### config.mk
export PLATFORM = sky130hd
export DESIGN_NAME = iter_multiplier
export DESIGN_NICKNAME = d
export VERILOG_FILES = /design/src/rtl/iter_multiplier.sv
export SDC_FILE = /design/constraint.sdc
export NUM_CORES = 1
export LEC_CHECK = 0
export ABC_AREA = 1
export CORE_MARGIN = 2
export CORE_UTILIZATION = 50
export DETAILED_ROUTE_END_ITERATION = 16
export HOLD_SLACK_MARGIN = 0.06
export PLACE_DENSITY = 0.73
export REMOVE_ABC_BUFFERS = 1
export SLEW_MARGIN = 20
export SYNTH_ARGS = -nofsm -noshare
export SYNTH_HDL_FRONTEND = slang
export SYNTH_SLANG_ARGS = --single-unit
### constraint.sdc
create_clock -name clk_i -period 7.15 [get_ports clk_i]
set_input_delay 0.715 -clock clk_i [delete_from_list [all_inputs] [get_ports clk_i]]
set_output_delay 0.715 -clock clk_i [all_outputs]
set_load 0.03 [all_outputs]
### src/rtl/iter_multiplier.sv
// Multi-cycle radix-2 shift-add multiplier; signed_i selects two's-complement operands.
// Optional build macro EARLY_TERM_EN: finish as soon as the remaining multiplier bits are zero.
module iter_multiplier #(
  parameter int size = 32
) (
  input  logic            clk_i,
  input  logic            rst_i,
  input  logic            start_i,
  input  logic            signed_i,
  input  logic [size-1:0] src1_i,
  input  logic [size-1:0] src2_i,
  output logic            busy_o,
  output logic            done_o,
  output logic [size-1:0] result_lo_o,
  output logic [size-1:0] result_hi_o
);

  localparam logic [1:0] S_IDLE = 2'd0;
  localparam logic [1:0] S_CALC = 2'd1;
  localparam logic [1:0] S_DONE = 2'd2;

  localparam int CW = $clog2(size + 1);
  localparam logic [CW-1:0]     LAST  = CW'(size);
  localparam logic [CW-1:0]     ONE_C = {{(CW-1){1'b0}}, 1'b1};
  localparam logic [size-1:0]   ONE_S = {{(size-1){1'b0}}, 1'b1};
  localparam logic [2*size-1:0] ONE_P = {{(2*size-1){1'b0}}, 1'b1};

  // Handshake: start_i is honoured only while IDLE (busy_o low); done_o is a
  // single-cycle pulse and the result registers hold until the next done_o.
  logic [1:0]        state_q, state_d;
  logic [2*size-1:0] mcand_q, mcand_d;
  logic [size-1:0]   mplier_q, mplier_d;
  logic [2*size-1:0] acc_q, acc_d;
  logic [CW-1:0]     count_q, count_d;
  logic              neg_q, neg_d;
  logic [2*size-1:0] res_q, res_d;

  logic [size-1:0]   abs1, abs2, mplier_nxt;
  logic [2*size-1:0] sum, prod;
  logic [CW-1:0]     count_inc;
  logic              last_step;

  // The most-negative operand negates to itself, which is its correct unsigned magnitude.
  assign abs1 = (signed_i && src1_i[size-1]) ? (~src1_i + ONE_S) : src1_i;
  assign abs2 = (signed_i && src2_i[size-1]) ? (~src2_i + ONE_S) : src2_i;

  assign sum        = acc_q + (mplier_q[0] ? mcand_q : '0);
  assign prod       = neg_q ? (~sum + ONE_P) : sum;
  assign count_inc  = count_q + ONE_C;
  assign mplier_nxt = mplier_q >> 1;

`ifdef EARLY_TERM_EN
  assign last_step = (count_inc == LAST) || (mplier_nxt == '0);
`else
  assign last_step = (count_inc == LAST);
`endif

  always_comb begin
    state_d  = state_q;
    mcand_d  = mcand_q;
    mplier_d = mplier_q;
    acc_d    = acc_q;
    count_d  = count_q;
    neg_d    = neg_q;
    res_d    = res_q;
    case (state_q)
      S_IDLE: begin
        if (start_i) begin
          mcand_d  = {{size{1'b0}}, abs1};
          mplier_d = abs2;
          neg_d    = signed_i & (src1_i[size-1] ^ src2_i[size-1]);
          acc_d    = '0;
          count_d  = '0;
          state_d  = S_CALC;
        end
      end
      S_CALC: begin
        acc_d    = sum;
        mcand_d  = mcand_q << 1;
        mplier_d = mplier_nxt;
        count_d  = count_inc;
        if (last_step) begin
          res_d   = prod;
          state_d = S_DONE;
        end
      end
      S_DONE:  state_d = S_IDLE;
      default: state_d = S_IDLE;
    endcase
  end

  always_ff @(posedge clk_i or posedge rst_i) begin
    if (rst_i) begin
      state_q  <= S_IDLE;
      mcand_q  <= '0;
      mplier_q <= '0;
      acc_q    <= '0;
      count_q  <= '0;
      neg_q    <= 1'b0;
      res_q    <= '0;
    end else begin
      state_q  <= state_d;
      mcand_q  <= mcand_d;
      mplier_q <= mplier_d;
      acc_q    <= acc_d;
      count_q  <= count_d;
      neg_q    <= neg_d;
      res_q    <= res_d;
    end
  end

  assign busy_o      = (state_q != S_IDLE);
  assign done_o      = (state_q == S_DONE);
  assign result_lo_o = res_q[size-1:0];
  assign result_hi_o = res_q[2*size-1:size];

endmodule

* After elaboration in Yosys (flattened, before gate mapping)
Index checks and enable logic that the tools add are counted.
** Cells by class
- $add $sub $neg :: 5
- Muxes and demuxes :: 15
- Multiply operators :: 0
- Div/mod/pow operators :: 0
- Equality and inequality tests :: 5
- Reduce and logical (&&, ||, !) cells :: 9
- Bitwise gates (word level) :: 5
- Order comparisons :: 0
- Shifts and indexed selects :: 0
** Operator list (number)
- $mux W64 :: 4
- $pmux W64 S2 :: 2
- $mux W32 :: 3
- $add A32 B1 Y32 const B :: 2
- $add A64 B1 Y64 const B :: 1
- $add A64 B64 Y64 :: 1
- $not A32 Y32 :: 2
- $not A64 Y64 :: 1
- $pmux W32 S2 :: 1
- $pmux W6 S2 :: 1
- $reduce_and A2 Y1 :: 4
- $add A6 B1 Y6 const B :: 1
- $eq A6 B6 Y1 const B :: 1
- $mux W6 :: 1
- $mux W2 :: 2
- $ne A2 B2 Y1 const B :: 2
- $pmux W2 S2 :: 1
- $reduce_bool A2 Y1 :: 2
- $eq A2 B1 Y1 const B :: 1
- $eq A2 B2 Y1 const B :: 1
- $logic_and A1 B1 Y1 :: 2
- $logic_not A2 Y1 :: 1
- $and A1 B1 Y1 :: 1
- $xor A1 B1 Y1 :: 1
** Word-level totals
- Input port bits :: 68
- Register bits :: 233
- Memory bits (read-only) :: 0
- Output and inout port bits :: 66
- Memory bits (writable) :: 0
- Bits in latches :: 0
- Memories :: 0
- Logic and storage cells :: 46

* Longest topological paths before layout
Gate-level depths: netlist of run 1.
- Depth in word-level cells :: 5
- Mapped depth :: 29
- Mapped depth without buffers :: 27

* Least setup slack after synthesis of run 1
Ideal clock, no wire load.
- Path kind :: register to register
- From :: register mplier_q[0]
- To :: register res_q[60]
- Stages on the path, launching flop included :: 23
- Setup slack :: 3.681 ns
- Required time :: 7.033 ns
- Buffers on the path :: 2
- Setup time :: 0.117 ns
- Clock period less this slack :: 3.469 ns
- Data arrival time :: 3.352 ns
- Path through :: dfrtp_1 > clkbuf_1 > clkbuf_1 > nand2_1 > inv_1 > ha_1 > inv_1 > fa_1 > ha_1 > a21boi_0 > nand3_1 > nor2_1 > nand2_1 > nor2_1 > nand3_1 > nor2_1 > nand3_1 > o21ai_2 > nand2_2 > nor2_2 > nand3_1 > nand3_1 > nand2_1
** On the way
- Longest elaborated chain between the ends :: 5
** RTL lines
- from (decl) :: line 32 : logic [size-1:0] mplier_q, mplier_d;
- from (signal assigned) :: line 104 : mplier_q <= mplier_d;
- $mux W64 (*) :: line 47 : assign sum = acc_q + (mplier_q[0] ? mcand_q : '0);
- $add A64 B64 Y64 (*) :: line 47
- $not A64 Y64 :: line 48 : assign prod = neg_q ? (~sum + ONE_P) : sum;
- $add A64 B1 Y64 :: line 48
- $mux W64 (*) :: line 48
- to (signal assigned) :: line 108 : res_q <= res_d;
- to (decl) :: line 36 : logic [2*size-1:0] res_q, res_d;
Every way passes the cells marked *; elsewhere a longest branch is shown, timed or not.
A chain may end at the register's enable or synchronous reset.

* Worst setup path in the final report of run 1
- From :: register mplier_q[0]
- To :: register res_q[53]
Same word-level chain as after synthesis.

==> impl_metrics.env, run 1 <==
export IMPL_grt_util_all_layers_pct=31.0
export IMPL_drc=0
export IMPL_finalWeightedCongestion=0.966
export IMPL_crit_required_ns=7.62
export IMPL_end_kind="flop"
export IMPL_max_slew_margin_pct=27.5
export IMPL_final_cell_mix="nand2_1 (1128), inv_1 (535), dfrtp_1 (231)"
export IMPL_die_w_um=201
export IMPL_drtIter0Drc=1650
export IMPL_wl_per_cell_um=16.6
export IMPL_layout_drive_gt1_share_pct=6.83
export IMPL_die_area_um2=40300
export IMPL_clock_sinks=233
export IMPL_layout_nets=3366
export IMPL_finalCritPeriodShare_pct=58.3
export IMPL_ctsLongestPathBuffers=3
export IMPL_max_stage_delay_ns=0.66
export IMPL_core_um2=38500
export IMPL_seq_area_frac_synth_pct=30.1
export IMPL_path_clk_slew_ns=0.06
export IMPL_cts_resized_gates=0
export IMPL_io_pins=134
export IMPL_skew_ns=0.0243
export IMPL_die_h_um=201
export IMPL_critPathMostFrequentCell="nand2_1"
export IMPL_netlist_instances=3125
export IMPL_port_buffers=133
export IMPL_status="finished clean"
export IMPL_irDropWorstVdd_mv=0.369
export IMPL_area_delta_synth_final_pct=14.6
export IMPL_vias=19922
export IMPL_fin_crit_ns=4.17
export IMPL_crit_chain="buf_4, nand2_1, inv_1, ha_1, nand2_1, nor2_1, nand2_1, inv_1, nand2_1, inv_1, nand3_1, nand3_1, nand2_1, nor2_1, nand2_1, nor2_1, nand2_1, nand2_1, nand3_1, nand3_1, nand2_1"
export IMPL_clock_fmax_mhz=240
export IMPL_core_rowCount=72
export IMPL_ant_nets=0
export IMPL_setup_viol_count_final=0
export IMPL_grt_max_degree=148
export IMPL_clk_latency_ns=0.59
export IMPL_cts_buffers=29
export IMPL_drtPass1Iterations=6
export IMPL_vias_per_cell=5.28
export IMPL_register_area_um2=5830
export IMPL_ys_async_sr_fraction_pct=100
export IMPL_antenna_cells=0
export IMPL_final_common_cell="nand2_1"
export IMPL_antenna_found_initial=0
export IMPL_dominantRegCellSynth="dfrtp_1"
export IMPL_grt_pass1_vias=18719
export IMPL_tightest_slew_ns=1.09
export IMPL_r2r_cells=21
export IMPL_hold_buffers=0
export IMPL_ys_warn_count=0
export IMPL_critPathKind="reg2reg"
export IMPL_grt_pass1_wl_um=100000
export IMPL_critPathSlowestCell="dfrtp_2"
export IMPL_whs_path_depth=2
export IMPL_multi_input_area_um2=11100
export IMPL_rsz0062_at_grt="no"
export IMPL_wl_um=62600
export IMPL_yosysUniqueCellTypes=46
export IMPL_cp_data_arrival_time_ns=4.64
export IMPL_overflow=0
export IMPL_synth_area_per_cell_um2=6.20
export IMPL_start_util_pct=50.3
export IMPL_pre_cts_ws_ns=2.82
export IMPL_timing_max_cap_violations=0
export IMPL_fill_cells=3929
export IMPL_startpoint_type="flop"
export IMPL_p_total_mw=11.2
export IMPL_fin_ws_ns=2.98
export IMPL_cts_setup_buffers=0
export IMPL_clockRootBuffer="clkbuf_16"
export IMPL_hpwl_um=50100
export IMPL_cts_htree_levels=1
export IMPL_critPathMaxFanout=39
export IMPL_final_hold_viol_count=0
export IMPL_ys_ff_latch=233
export IMPL_syn_area_um2=19400
export IMPL_hold_path_class="reg2reg"
export IMPL_slew_violations=0
export IMPL_cts_tree="done"
export IMPL_powerDensity_nw_per_um2=503
export IMPL_synth_enable_flop_cells=0
export IMPL_p_leak_nw=12.0
cell type report:
class                   count  share of cell area [%]
multi-input cells        2255                    50.1
clock inverters            16                    1.02
flip-flops and latches    233                    26.3
clock buffers              38                    3.60
inverters                 566                    9.61
well taps                 518                    2.92
repair buffers            144                    6.49
cells in the mapped netlist, types with 39 or more instances:
cell type / instances / share of area, %
nand2_2: 55 / 1.8
dfrtp_1: 233 / 30
nor2_2: 39 / 1.3
inv_1: 537 / 10
o21ai_0: 169 / 4.4
ha_1: 68 / 4.4
nand3_1: 187 / 4.8
clkbuf_1: 61 / 1.2
nand2_1: 1128 / 22
xor2_1: 66 / 3.0
a21oi_1: 59 / 1.5
nor2_1: 218 / 4.2
a22oi_1: 59 / 2.3
power breakdown:
group	internal, mW	switching [mW]	total, mW	leakage [nW]
logic	2.21	4.94	7.15	8.49
clock network	0.968	0.622	1.59	0.504
registers	1.93	0.482	2.41	2.97
total	5.11	6.04	11.2	12.0
critical path, delay by kind of cell (launching register included):
kind,cells,cell delay [ns]
flip-flops,1,0.66
adder cells (fa/ha/maj),1,0.29
AND/OR/NAND/NOR,16,2.27
buffers and inverters,4,0.81
final timing paths:
path,slack (ns),end,from
max,2.98,res_q[53],mplier_q[0]
max reg2reg,2.98,res_q[53],mplier_q[0]
max in group asynchronous,5.15,acc_q[60],rst_i
min in group asynchronous,0.58,mcand_q[50],rst_i
min,0.48,res_q[52],res_q[52]
min reg2reg,0.48,res_q[52],res_q[52]
per-stage QoR:
stage,instance area [um2],util [%],setup TNS [ns],cells,hold slack [ns]
after detailed placement,21100,55.0,0,3715,0.464
final,22200,57.7,0,3770,0.479
after global routing,22200,57.7,0,3770,0.504
after global placement,21100,55.0,0,3715,0.462
after floorplan,19000,-,-67.38,3054,0.453
after CTS,22200,57.6,0,3769,0.481
registers in the layout, summed over array words and instances, names as in the netlist:
signal    flops
acc_q        64
count_q       6
res_q        64
mcand_q      64
mplier_q     32
neg_q         1
state_q       2
routing by layer:
metal | global-route usage (%) | routed length (um) | share of wire (%)
met5 | 0 | 0 | 0
met4 | 7.43 | 1410 | 2.2
met3 | 3.75 | 5130 | 8.2
met2 | 46.8 | 26100 | 42
met1 | 47.3 | 30000 | 48
cells by family after synthesis:
family / share of synthesized area, %
AND/OR/NAND/NOR: 38.0
AO/OA/AOI/OAI: 10.9
flip-flops: 30.1
adder cells (fa/ha/maj): 4.50
XOR/XNOR: 3.94
buffers and inverters: 12.6
(Power assumes the default switching activity.)
==> run 2: changes to the inputs <==
==> constraint.sdc (replaced) <==
create_clock -name clk_i -period 3.4 [get_ports clk_i]
set_input_delay 0.34 -clock clk_i [delete_from_list [all_inputs] [get_ports clk_i]]
set_output_delay 0.34 -clock clk_i [all_outputs]
set_load 0.03 [all_outputs]
==> impl_metrics.env, run 2 (synthesis gave the netlist of run 1 again) <==
export IMPL_status="finished with violations"
export IMPL_violations="setup timing"
export IMPL_hold_slack_ns=0.296
export IMPL_wl_um=69800
export IMPL_max_stage_delay_ns=0.66
export IMPL_setup_viol_count_final=2
export IMPL_grt_pass1_vias=20202
export IMPL_grt_most_used_layer="met2"
export IMPL_wl_per_cell_um=17.1
export IMPL_port_buffers=133
export IMPL_skew_ns=0.0211
export IMPL_hpwl_um=54000
export IMPL_end_kind="flop"
export IMPL_path_clk_slew_ns=0.06
export IMPL_fin_ws_ns=-0.0200
export IMPL_grt_met3_usage_pct=7.29
export IMPL_cts_htree_levels=1
export IMPL_combPwrFrac_pct=73.2
export IMPL_grt_max_degree=132
export IMPL_final_cell_mix="nand2_1 (969), inv_1 (513), buf_4 (321)"
export IMPL_vias_per_cell=5.29
export IMPL_sw_frac_of_total_pct=51.6
export IMPL_p_leak_nw=13.7
export IMPL_area_delta_synth_final_pct=37.4
export IMPL_grt_pass1_wl_um=107000
export IMPL_antenna_found_initial=1
export IMPL_ant_nets=0
export IMPL_rsz0062_at_grt="yes"
export IMPL_tightest_slew_ns=0.924
export IMPL_powerDensity_nw_per_um2=1110
export IMPL_timing_max_cap_violations=0
export IMPL_core_um2=38500
export IMPL_layout_drive_gt1_share_pct=26.0
export IMPL_p_seq_share_pct=17.6
export IMPL_final_instance_count_excl_fill=4082
export IMPL_postLayoutCellArea_um2=26600
export IMPL_critPathMaxFanout=4
export IMPL_startpoint_type="flop"
export IMPL_cts_buffers=27
export IMPL_use_met1_pct=47.5
export IMPL_vias=21610
export IMPL_drtPass1Iterations=8
export IMPL_clock_sinks=233
export IMPL_finalCritPeriodShare_pct=101
export IMPL_die_h_um=201
export IMPL_p_int_mw=14.3
export IMPL_crit_chain="nand2_1, inv_2, ha_2, inv_1, fa_2, ha_4, a21boi_4, nand3_2, nor2_2, nand2_2, nor2_2, nand3_2, nor2_4, nand3_2, o21ai_2, nand2_2, buf_6, xor2_1, o21ai_1"
export IMPL_max_slew_margin_pct=38.4
export IMPL_final_common_cell="nand2_1"
export IMPL_clock_fmax_mhz=292
export IMPL_critPathSlowestCell="fa_2"
export IMPL_final_hold_viol_count=0
export IMPL_irDropWorstVdd_mv=0.816
export IMPL_final_setup_tns_ns=-0.0272
export IMPL_clk_latency_ns=0.57
export IMPL_ctsLongestPathBuffers=3
export IMPL_die_area_um2=40300
export IMPL_overflow=0
export IMPL_cp_data_arrival_time_ns=3.82
export IMPL_pwr_share_clk_pct=9.2
export IMPL_cts_tree="done"
export IMPL_p_total_mw=29.6
export IMPL_critPathMostFrequentCell="nand3_2"
export IMPL_hold_buffers=0
export IMPL_crit_required_ns=3.80
export IMPL_hold_path_class="in2async"
export IMPL_dpl_cell_area_um2=23400
export IMPL_reg_largest_list="acc_q x64, mcand_q x64, res_q x64"
export IMPL_die_w_um=201
export IMPL_grtUsageMet2_pct=51.3
export IMPL_antenna_cells=0
export IMPL_finalWeightedCongestion=1.02
export IMPL_grt_util_all_layers_pct=33.4
export IMPL_start_util_pct=50.3
export IMPL_place_inst=4008
export IMPL_clockRootBuffer="clkbuf_16"
export IMPL_layout_nets=3686
export IMPL_critPathKind="reg2reg"
export IMPL_fin_crit_ns=3.42
export IMPL_final_core_util_pct=69.1
export IMPL_io_pins=134
export IMPL_slew_violations=0
export IMPL_p_sw_mw=15.3
export IMPL_pre_cts_ws_ns=-0.362
export IMPL_drtIter0Drc=1950
export IMPL_core_rowCount=72
export IMPL_drc=0
==> run 2: cell types whose count changed in the layout (fill, tap and decap cells not counted), moves of 50 or more <==
cell,previous run,this run
nor2_4,17,69
nor2_1,217,134
buf_4,9,321
nand2_1,1128,969
ha_4,0,50
nand2_2,55,192
ha_1,68,14
==> run 2: worst paths after layout <==
path,startpoint,endpoint,slack [ns],cells past startpoint
max in group asynchronous,rst_i,res_q[27],2.34,3
worst max-delay path,mplier_q[0],res_q[36],-0.02,19
worst max register to register,mplier_q[0],res_q[36],-0.02,19
min in group clk_i,src1_i[0],mcand_q[0],0.44,3
worst min register to register,res_q[50],res_q[50],0.48,2
worst min-delay path,rst_i,mcand_q[58],0.30,2
==> run 2: timing repair <==
| item | 4_1_cts | 5_1_grt |
|---|---|---|
| endpoints found under the setup margin | 31 | 45 |
| pin swaps | 18 | 65 |
| setup buffers | 8 | 21 |
| cloned | 0 | 1 |
| gates resized for setup | 111 | 402 |
==> run 2: per-layer routing <==
metal | vias to the layer above | part of all wire (%)
met2 | 808 | 44
met3 | 113 | 8.8
met4 | 0 | 2.5
met5 | - | 0
met1 | 10128 | 45
li1 | 10561 | -
==> run 2: power groups by stage <==
stage	Combinational [mW]	Sequential, mW	Clock, mW
5_1_grt	23.5	5.33	2.86
2_1_floorplan	9.72	5.37	0
3_3_place_gp	17.7	5.00	0
3_5_place_dp	18.1	5.04	0
6_report	21.7	5.21	2.71
4_1_cts	18.7	5.06	2.77
==> run 2: layout make-up <==
class | instances | area (um2)
clock buffer | 36 | 749
clock inverter | 8 | 55.1
fill | 3364 | 11900
inverter | 566 | 2130
multi-input combinational | 2255 | 13200
sequential | 233 | 5830
tap | 518 | 648
timing repair buffer | 466 | 3960
==> run 2: critical path, delay by kind of cell (launching register included) <==
family / cells / cell delay, ns
and+or+nand+nor: 9 / 1.04
adders and majority gates: 3 / 0.98
AOI/OAI and AO/OA: 3 / 0.45
DFF: 1 / 0.40
buffers and inverters: 3 / 0.26
xor gates and xnor gates: 1 / 0.14
